## config.mk

```make
export PLATFORM = sky130hd
export DESIGN_NAME = sume_adder
export DESIGN_NICKNAME = d
export VERILOG_FILES = /design/src/rtl/sume_adder.sv
export SDC_FILE = /design/constraint.sdc
export NUM_CORES = 1
export LEC_CHECK = 0
export BUFFER_PORTS_ARGS = -buffer_cell sky130_fd_sc_hd__buf_4
export CORE_MARGIN = 2
export CORE_UTILIZATION = 62
export DETAILED_ROUTE_END_ITERATION = 10
export GPL_ROUTABILITY_DRIVEN = 0
export PLACE_DENSITY_LB_ADDON = 0.3
export SYNTH_ARGS = -nofsm -noshare
export SYNTH_HDL_FRONTEND = slang
export SYNTH_SLANG_ARGS = --single-unit
```

## constraint.sdc

```tcl
create_clock -name clk -period 4 [get_ports clk]
set_input_delay 0.2 -clock clk [delete_from_list [all_inputs] [get_ports clk]]
set_output_delay 0.2 -clock clk [all_outputs]
set_load 0.02 [all_outputs]
```

## src/rtl/sume_adder.sv

```systemverilog
// sume_adder: keypad-driven three-digit decimal adder.
// Six key codes are entered: first operand hundreds, tens, units, then
// second operand hundreds, tens, units. After the sixth digit the binary
// sum of the two operands is published on cdu and held until the next sum.
//
// Ports:
//   clk     system clock, all state on the rising edge
//   rst     asynchronous active-high reset
//   sample  4-bit key code: 0-9 digit, 4'b1111 no key, 10-14 invalid
//   cdu     registered binary sum, 0..1998
module sume_adder #(
    parameter int unsigned DEBOUNCE_CYCLES = 4
) (
    input  logic        clk,
    input  logic        rst,
    input  logic [3:0]  sample,
    output logic [11:0] cdu
);

    localparam int unsigned CW = $clog2(DEBOUNCE_CYCLES + 1);
    localparam logic [CW-1:0] CNT_MAX = CW'(DEBOUNCE_CYCLES);
    localparam logic [3:0] NO_KEY = 4'hF;

    typedef enum logic [2:0] {
        W1_H, W1_T, W1_U, W2_H, W2_T, W2_U, SUM
    } state_t;

    // Input conditioning
    logic [3:0]    sync1, sync2;
    logic [3:0]    last;       // most recent synchronized value being timed
    logic [CW-1:0] cnt;        // consecutive cycles 'last' has been seen
    logic [3:0]    stable;     // accepted debounced code
    logic          key_evt;    // one-cycle pulse per accepted digit
    logic [3:0]    key_digit;

    // Entry state
    state_t     state;
    logic [3:0] h1, t1, u1, h2, t2, u2;

    function automatic logic [9:0] bcd3_to_bin(input logic [3:0] h,
                                               input logic [3:0] t,
                                               input logic [3:0] u);
        logic [9:0] hh, tt, uu;
        hh = {6'b0, h};
        tt = {6'b0, t};
        uu = {6'b0, u};
        // x*100 = x*64 + x*32 + x*4, x*10 = x*8 + x*2
        return (hh << 6) + (hh << 5) + (hh << 2) + (tt << 3) + (tt << 1) + uu;
    endfunction

    always_ff @(posedge clk or posedge rst) begin
        if (rst) begin
            sync1     <= NO_KEY;
            sync2     <= NO_KEY;
            last      <= NO_KEY;
            cnt       <= '0;
            stable    <= NO_KEY;
            key_evt   <= 1'b0;
            key_digit <= '0;
        end else begin
            sync1   <= sample;
            sync2   <= sync1;
            key_evt <= 1'b0;
            // Any change restarts the stability count from one sighting.
            if (sync2 != last) begin
                last <= sync2;
                cnt  <= CW'(1);
            end else if (cnt != CNT_MAX) begin
                cnt <= cnt + CW'(1);
            end
            // Accept only a code that differs from the current stable one,
            // so a held key yields exactly one event.
            if (cnt == CNT_MAX && last != stable) begin
                stable    <= last;
                key_digit <= last;
                key_evt   <= (last <= 4'd9);
            end
        end
    end

    always_ff @(posedge clk or posedge rst) begin
        if (rst) begin
            state <= W1_H;
            h1    <= '0;
            t1    <= '0;
            u1    <= '0;
            h2    <= '0;
            t2    <= '0;
            u2    <= '0;
            cdu   <= '0;
        end else begin
            case (state)
                W1_H: if (key_evt) begin h1 <= key_digit; state <= W1_T; end
                W1_T: if (key_evt) begin t1 <= key_digit; state <= W1_U; end
                W1_U: if (key_evt) begin u1 <= key_digit; state <= W2_H; end
                W2_H: if (key_evt) begin h2 <= key_digit; state <= W2_T; end
                W2_T: if (key_evt) begin t2 <= key_digit; state <= W2_U; end
                W2_U: if (key_evt) begin u2 <= key_digit; state <= SUM;  end
                SUM: begin
                    cdu   <= {1'b0, {1'b0, bcd3_to_bin(h1, t1, u1)}
                                  + {1'b0, bcd3_to_bin(h2, t2, u2)}};
                    state <= W1_H;
                end
                default: state <= W1_H;
            endcase
        end
    end

endmodule

```

==> run_results.csv, run 1 <==
group,metric,value,unit
global_route,globalRouteTotalUtil,22.0,%
placement,dpl_worst_slack,0.0171,ns
routing,drt_iter0_drc,106,
routing,ant_nets,0,
timing,drv_slew,0,
layout,nNetsFinal,437,
routing,drc,0,
global_route,grt_max_degree,63,
timing,postLayoutSetupSlackWorst,0.157,ns
placement,port_buffers,16,
global_route,gr-total-overflow,0,
routing,drt-wirelength-per-cell,14.6,um
floorplanning,pin_count,18,
power,total_power,1.17,mW
routing,vias,2468,
critical_path,cp.arrival,4.04,ns
placement,place_area,3960,um2
synth,synth-seq-cells,62,
clock_tree,clk_path_buf_depth,2,
timing,fin_tns_setup,0,ns
floorplanning,die_x,82.0,um
critical_path,required,4.20,ns
timing,setup_viol_count_final,0,
layout,design_area,4210,um2
synth,async_reset_ff_share,100,%
layout,max_flop_register,"cdu",
synth,synth_edf_count,0,
synth,ys_warn_count,0,
synth,synth_top_area_cell,"dfrtp_1",
global_route,antenna_found_initial,0,
synth,ys_top_cells_by_count,"49 x inv_1, 46 x dfrtp_1, 42 x ha_1",
routing,viasPerCell,5.44,
clock_tree,cts.sinks,62,
timing,fin_worst_skew,0.00810,ns
timing,relSlewSlack,42.0,%
power,power_leakage,2.24,nW
layout,fillers,420,
global_route,use_met2,36.0,%
worst_hold_path,hold_path_class,"in2async",
critical_path,end_kind,"flop",
clock_tree,clk_latency,0.35,ns
global_route,met1_usage,28.4,%
global_route,first_global_vias,2481,
timing,fmax,0.260,GHz
synth,syn-instance-count,347,
global_route,gr-max-usage-layer,"met2",
floorplanning,rows,28,
routing,routed_wl,6610,um
floorplanning,die_h,82.0,um
power,vdd_drop_max,245,uV
global_route,grt_pass1_wl,10900,um
layout,area_growth,11.7,%
placement,place_hpwl,4940,um
timing,fin_crit_sh,96.1,%
timing,fin_crit,3.84,ns
synth,synthesis.nets,410,
critical_path,critPathMaxFanout,5,
clock_tree,cts_tree,"built",
timing,tightest_slew,0.863,ns
synth,syn_area_per_cell,10.9,um2
layout,diodes,0,
layout,regArea,1570,um2
power,powerDensity,277,nW/um2
synth,ys_types,37,
synth,synth_most_common_cell,"inv_1",
critical_path,crit_type,"reg2reg",
synth,synth_top_cell_area_share,30.5,%
flow_run,maxCapViolCount,0,
clock_tree,cts_made_buffers,9,
clock_tree,path_clk_slew,0.07,ns
floorplanning,coreArea,5890,um2
global_route,met3_usage,4.18,%
layout,multi_input_area,2000,um2
synth,ys_seq_area_share,41.7,%
clock_tree,h-tree-depth,3,
clock_tree,clockRootBuffer,"clkbuf_8",
routing,firstDrtPassIters,4,
floorplanning,die_area,6720,um2
timing,finalHoldViolations,0,
synth,syn-cell-area,3770,um2
layout,layout-drive-gt1-share,22.2,%
layout,largest_register_ffs,11,
synth,synthTopCellsByArea,"dfrtp_1 31%, ha_1 14%, dfstp_2 11%",
synth,synth_ff_type,"dfrtp_1",
floorplanning,initial_core_util,64.1,%
outcome,status,"finished, final reports clean",
critical_path,start_kind,"flop",
[critical path: stages (launching register included)]
cell     delay [ns]
dfrtp_1        0.41
inv_2          0.09
fa_1           0.45
fa_1           0.51
inv_1          0.04
ha_1           0.22
fa_2           0.37
a21o_1         0.20
a21oi_2        0.16
xnor2_1        0.09
ha_1           0.38
a21oi_2        0.16
inv_1          0.07
o41ai_2        0.30
xor2_1         0.17
o21ai_1        0.07
[cell usage in the layout (no fill, tap or decap), types with 2 or more instances in the layout]
| cell | Yosys | routed |
|---|---|---|
| fa_2 | 0 | 2 |
| clkinv_4 | 0 | 2 |
| inv_1 | 49 | 47 |
| dlygate4sd3_1 | 0 | 4 |
| o31ai_1 | 4 | 4 |
| a21oi_2 | 0 | 3 |
| clkinv_2 | 0 | 3 |
| dfrtp_1 | 46 | 46 |
| inv_2 | 0 | 2 |
| dfstp_2 | 16 | 16 |
| nand2b_1 | 4 | 4 |
| nor3_1 | 4 | 4 |
| a21oi_1 | 15 | 12 |
| xnor2_1 | 18 | 18 |
| ha_1 | 42 | 41 |
| o21ai_1 | 2 | 2 |
| nand3b_1 | 2 | 2 |
| o21a_1 | 4 | 4 |
| nand3_1 | 3 | 3 |
| o21ai_0 | 22 | 22 |
| nand2_1 | 27 | 27 |
| a21o_1 | 8 | 8 |
| xor2_1 | 7 | 7 |
| o31a_1 | 2 | 2 |
| nor2_1 | 9 | 9 |
| clkbuf_8 | 0 | 9 |
| mux2_2 | 21 | 21 |
| fa_1 | 15 | 13 |
| a211oi_1 | 3 | 3 |
| buf_4 | 1 | 20 |
| o21bai_1 | 4 | 4 |
[metal layers]
metal  vias to the layer above  share of wire (%)  wire [um]
met5                         -                  0          0
met4                         0                1.8        119
met3                        14                3.0        200
met2                        33                 49       3240
met1                      1213                 46       3060
li1                       1208                  -          -
[per-stage QoR]
step	utilization [%]	instances	hold slack [ns]
final	71.6	454	0.0608
after global routing	71.6	454	0.136
after detailed placement	67.2	431	0.310
after global placement	67.2	431	0.309
after CTS	70.9	451	0.0971
after floorplan	-	347	0.204
[path summary, 6_finish.rpt]
kind	slack [ns]	to	depth (start not counted)	from
setup / recovery	0.16	cdu[8]$_DFFE_PP0N_	15	h2[1]$_DFFE_PP0P_
hold / removal	0.06	h1[2]$_DFFE_PP0P_	3	rst
setup reg to reg	0.16	cdu[8]$_DFFE_PP0N_	15	h2[1]$_DFFE_PP0P_
hold reg to reg	0.36	sync2[3]$_DFF_PP1_	0	sync1[3]$_DFF_PP1_
max in group asynchronous	3.45	cdu[9]$_DFFE_PP0N_	3	rst
min in group clk	0.36	sync2[3]$_DFF_PP1_	0	sync1[3]$_DFF_PP1_
[power by group]
group          internal [mW]  leakage [nW]  total, mW  switching, mW
Sequential             0.641         0.805      0.649        0.00804
Combinational         0.0139          1.35     0.0328         0.0189
Clock                  0.225        0.0894      0.487          0.262
[cell families after synthesis]
family | Yosys count | share of synthesized area (%)
AO/OA/AOI/OAI | 68 | 11.5
buffers and inverters | 57 | 5.78
XOR/XNOR | 25 | 5.81
multiplexers | 21 | 6.27
AND/OR/NAND/NOR | 56 | 6.97
adder cells (fa/ha/maj) | 57 | 21.9
other | 1 | 0.0995
flip-flops | 62 | 41.7
[what timing repair did]
item / 4_1_cts / 5_1_grt
endpoints found under the hold margin: 4 / 0
resized for setup: 0 / 7
buffers inserted: 0 / 3
setup endpoints to repair: 0 / 3
hold buffers: 4 / 0
[layout make-up]
class                   instances  share of cell area (%)
flip-flops and latches         62                    37.3
repair buffers                 24                    4.52
inverters                      49                    4.37
clock inverters                 7                    1.16
well taps                      75                    2.23
clock buffers                   9                    2.94
multi-input cells             228                    47.5
No activity file was read; power rests on OpenSTA's default activity.
==> inputs of run 2 (changes only) <==
--- a/config.mk
+++ b/config.mk
@@ -7,7 +7,7 @@
 export LEC_CHECK = 0
 export BUFFER_PORTS_ARGS = -buffer_cell sky130_fd_sc_hd__buf_4
 export CORE_MARGIN = 2
-export CORE_UTILIZATION = 62
+export CORE_UTILIZATION = 52
 export DETAILED_ROUTE_END_ITERATION = 10
 export GPL_ROUTABILITY_DRIVEN = 0
 export PLACE_DENSITY_LB_ADDON = 0.3
==> run_results.csv, run 2 (same netlist as run 1, synthesis figures left out) <==
group,metric,value,unit
critical_path,rr_startpoint,"h1[1]$_DFFE_PP0P_",
floorplanning,pin_count,18,
placement,placed_cells,455,
power,vdd_drop_max,297,uV
timing,setup_viol_count_final,0,
global_route,met3_usage,4.06,%
placement,port_buffers,16,
clock_tree,cts_made_buffers,9,
global_route,met1_usage,24.5,%
global_route,gr-max-usage-layer,"met2",
layout,area_growth,13.2,%
floorplanning,rows,31,
layout,largest_register_ffs,11,
placement,place_area,3990,um2
floorplanning,die_h,89.1,um
floorplanning,die_area,7950,um2
timing,fin_crit,3.79,ns
timing,relSlewSlack,39.2,%
placement,place_hpwl,4980,um
routing,viasPerCell,5.05,
routing,firstDrtPassIters,4,
power,powerDensity,286,nW/um2
floorplanning,die_x,89.1,um
timing,rsz0062_at_grt,"false",
critical_path,end_kind,"flop",
power,power.internal,0.925,mW
global_route,grt_max_degree,44,
timing,finalHoldViolations,0,
global_route,use_met2,28.9,%
global_route,first_global_vias,2424,
layout,final_cell_mix,"46 x inv_1, 46 x dfrtp_1, 41 x ha_1, 27 x nand2_1, 22 x o21ai_0",
floorplanning,initial_core_util,52.8,%
power,pwr-share-comb,2.7,%
layout,layout-drive-gt1-share,22.4,%
power,p_seq_share,53.1,%
global_route,gr-total-overflow,0,
timing,fin_crit_sh,94.8,%
layout,post-route-util,59.8,%
layout,diodes,0,
floorplanning,coreArea,7140,um2
timing,fin_worst_skew,0.00462,ns
clock_tree,cts_tree,"built",
power,p_switching,0.297,mW
critical_path,rrSetupSlack,0.21,ns
layout,design_area,4270,um2
routing,ant_nets,0,
outcome,status,"finished, final reports clean",
clock_tree,cts.sinks,62,
timing,fmax,0.264,GHz
clock_tree,h-tree-depth,3,
power,pwr-share-clk,44.2,%
clock_tree,clk_path_buf_depth,2,
flow_run,maxCapViolCount,0,
critical_path,critPathMaxFanout,4,
routing,drt-wirelength-per-cell,13.4,um
layout,fillers,628,
critical_path,start_kind,"flop",
layout,max_flop_register,"cdu",
routing,drt_iter0_drc,102,
timing,drv_slew,0,
global_route,globalRouteTotalUtil,18.3,%
layout,nNetsFinal,437,
routing,drc,0,
clock_tree,path_clk_slew,0.07,ns
clock_tree,clockRootBuffer,"clkbuf_8",
global_route,antenna_found_initial,0,
global_route,grt_pass1_wl,11000,um
routing,routed_wl,6410,um
power,power_leakage,2.26,nW
critical_path,crit_type,"reg2reg",
critical_path,required,4.21,ns
critical_path,r2r_end,"cdu[8]$_DFFE_PP0N_",
power,switching_share,24.3,%
timing,fin_tns_setup,0,ns
power,total_power,1.22,mW
clock_tree,clk_latency,0.34,ns
critical_path,reg2reg_depth,15,
layout,fin_cells,478,
worst_hold_path,hold_path_class,"in2async",
critical_path,cp.arrival,4.00,ns
routing,vias,2414,
timing,tightest_slew,0.911,ns
run 2: cell types whose count changed in the layout (fill, tap and decap cells not counted):
cell,previous run,this run
clkbuf_16,0,1
inv_8,0,1
inv_1,47,46
clkinvlp_4,1,0
inv_2,2,3
clkinv_4,2,3
clkinv_2,3,1
run 2: layout make-up:
cell class | count | area [um2] | area share, %
timing repair buffer | 24 | 190 | 4.45
clock inverter | 6 | 51.3 | 1.20
clock buffer | 10 | 149 | 3.49
multi-input combinational | 228 | 2000 | 46.8
sequential | 62 | 1570 | 36.8
inverter | 49 | 184 | 4.31
tap | 99 | 124 | 2.90
run 2: how the worst max path moves through the flow:
| stage | start | endpoint | slack [ns] | cells past startpoint |
|---|---|---|---|---|
| 5_1_grt | t2[0]$_DFFE_PP0P_ | cdu[8]$_DFFE_PP0N_ | 0.007 | 15 |
| 3_5_place_dp | h2[1]$_DFFE_PP0P_ | cdu[8]$_DFFE_PP0N_ | 0.04 | 15 |
| 6_report | h1[1]$_DFFE_PP0P_ | cdu[8]$_DFFE_PP0N_ | 0.21 | 15 |
| 3_3_place_gp | h2[1]$_DFFE_PP0P_ | cdu[8]$_DFFE_PP0N_ | 0.17 | 15 |
| 2_1_floorplan | h2[1]$_DFFE_PP0P_ | cdu[8]$_DFFE_PP0N_ | 0.33 | 15 |
| 4_1_cts | h2[1]$_DFFE_PP0P_ | cdu[8]$_DFFE_PP0N_ | 0.04 | 15 |
run 2: metal layers:
| metal | part of all wire (%) | vias up | routed length (um) |
|---|---|---|---|
| met4 | 1.9 | 0 | 124 |
| met3 | 2.4 | 12 | 157 |
| met1 | 47 | 1164 | 3000 |
| met5 | 0 | - | 0 |
| li1 | - | 1211 | - |
| met2 | 49 | 27 | 3130 |
run 2: power groups by stage:
| stage | Sequential [mW] | Combinational (mW) | Clock [mW] |
|---|---|---|---|
| 2_1_floorplan | 0.658 | 0.0230 | 0 |
| 3_3_place_gp | 0.660 | 0.0297 | 0 |
| 3_5_place_dp | 0.660 | 0.0305 | 0 |
| 4_1_cts | 0.649 | 0.0335 | 0.555 |
| 5_1_grt | 0.650 | 0.0376 | 0.577 |
| 6_report | 0.649 | 0.0326 | 0.541 |
run 2: timing repair:
item | in CTS | in global routing
setup buffers | 0 | 3
endpoints found under the hold margin | 4 | 0
endpoints found under the setup margin | 0 | 3
hold buffers | 4 | 0
resized for setup | 0 | 8
run 2: stage by stage:
step | setup WS (ns) | hold slack (ns)
after floorplan | 0.330 | 0.204
after global placement | 0.171 | 0.308
after detailed placement | 0.0399 | 0.310
after CTS | 0.0374 | 0.0794
after global routing | 0.00660 | 0.150
final | 0.208 | 0.0576
run 2: critical path: stages (launching register included):
cell     delay (ns)
dfrtp_1        0.35
inv_1          0.09
fa_1           0.54
inv_1          0.05
fa_1           0.46
ha_2           0.21
fa_2           0.35
a21o_1         0.20
a21oi_2        0.17
xnor2_1        0.14
ha_1           0.30
a21oi_2        0.16
inv_1          0.07
o41ai_2        0.30
xor2_1         0.18
o21ai_1        0.07
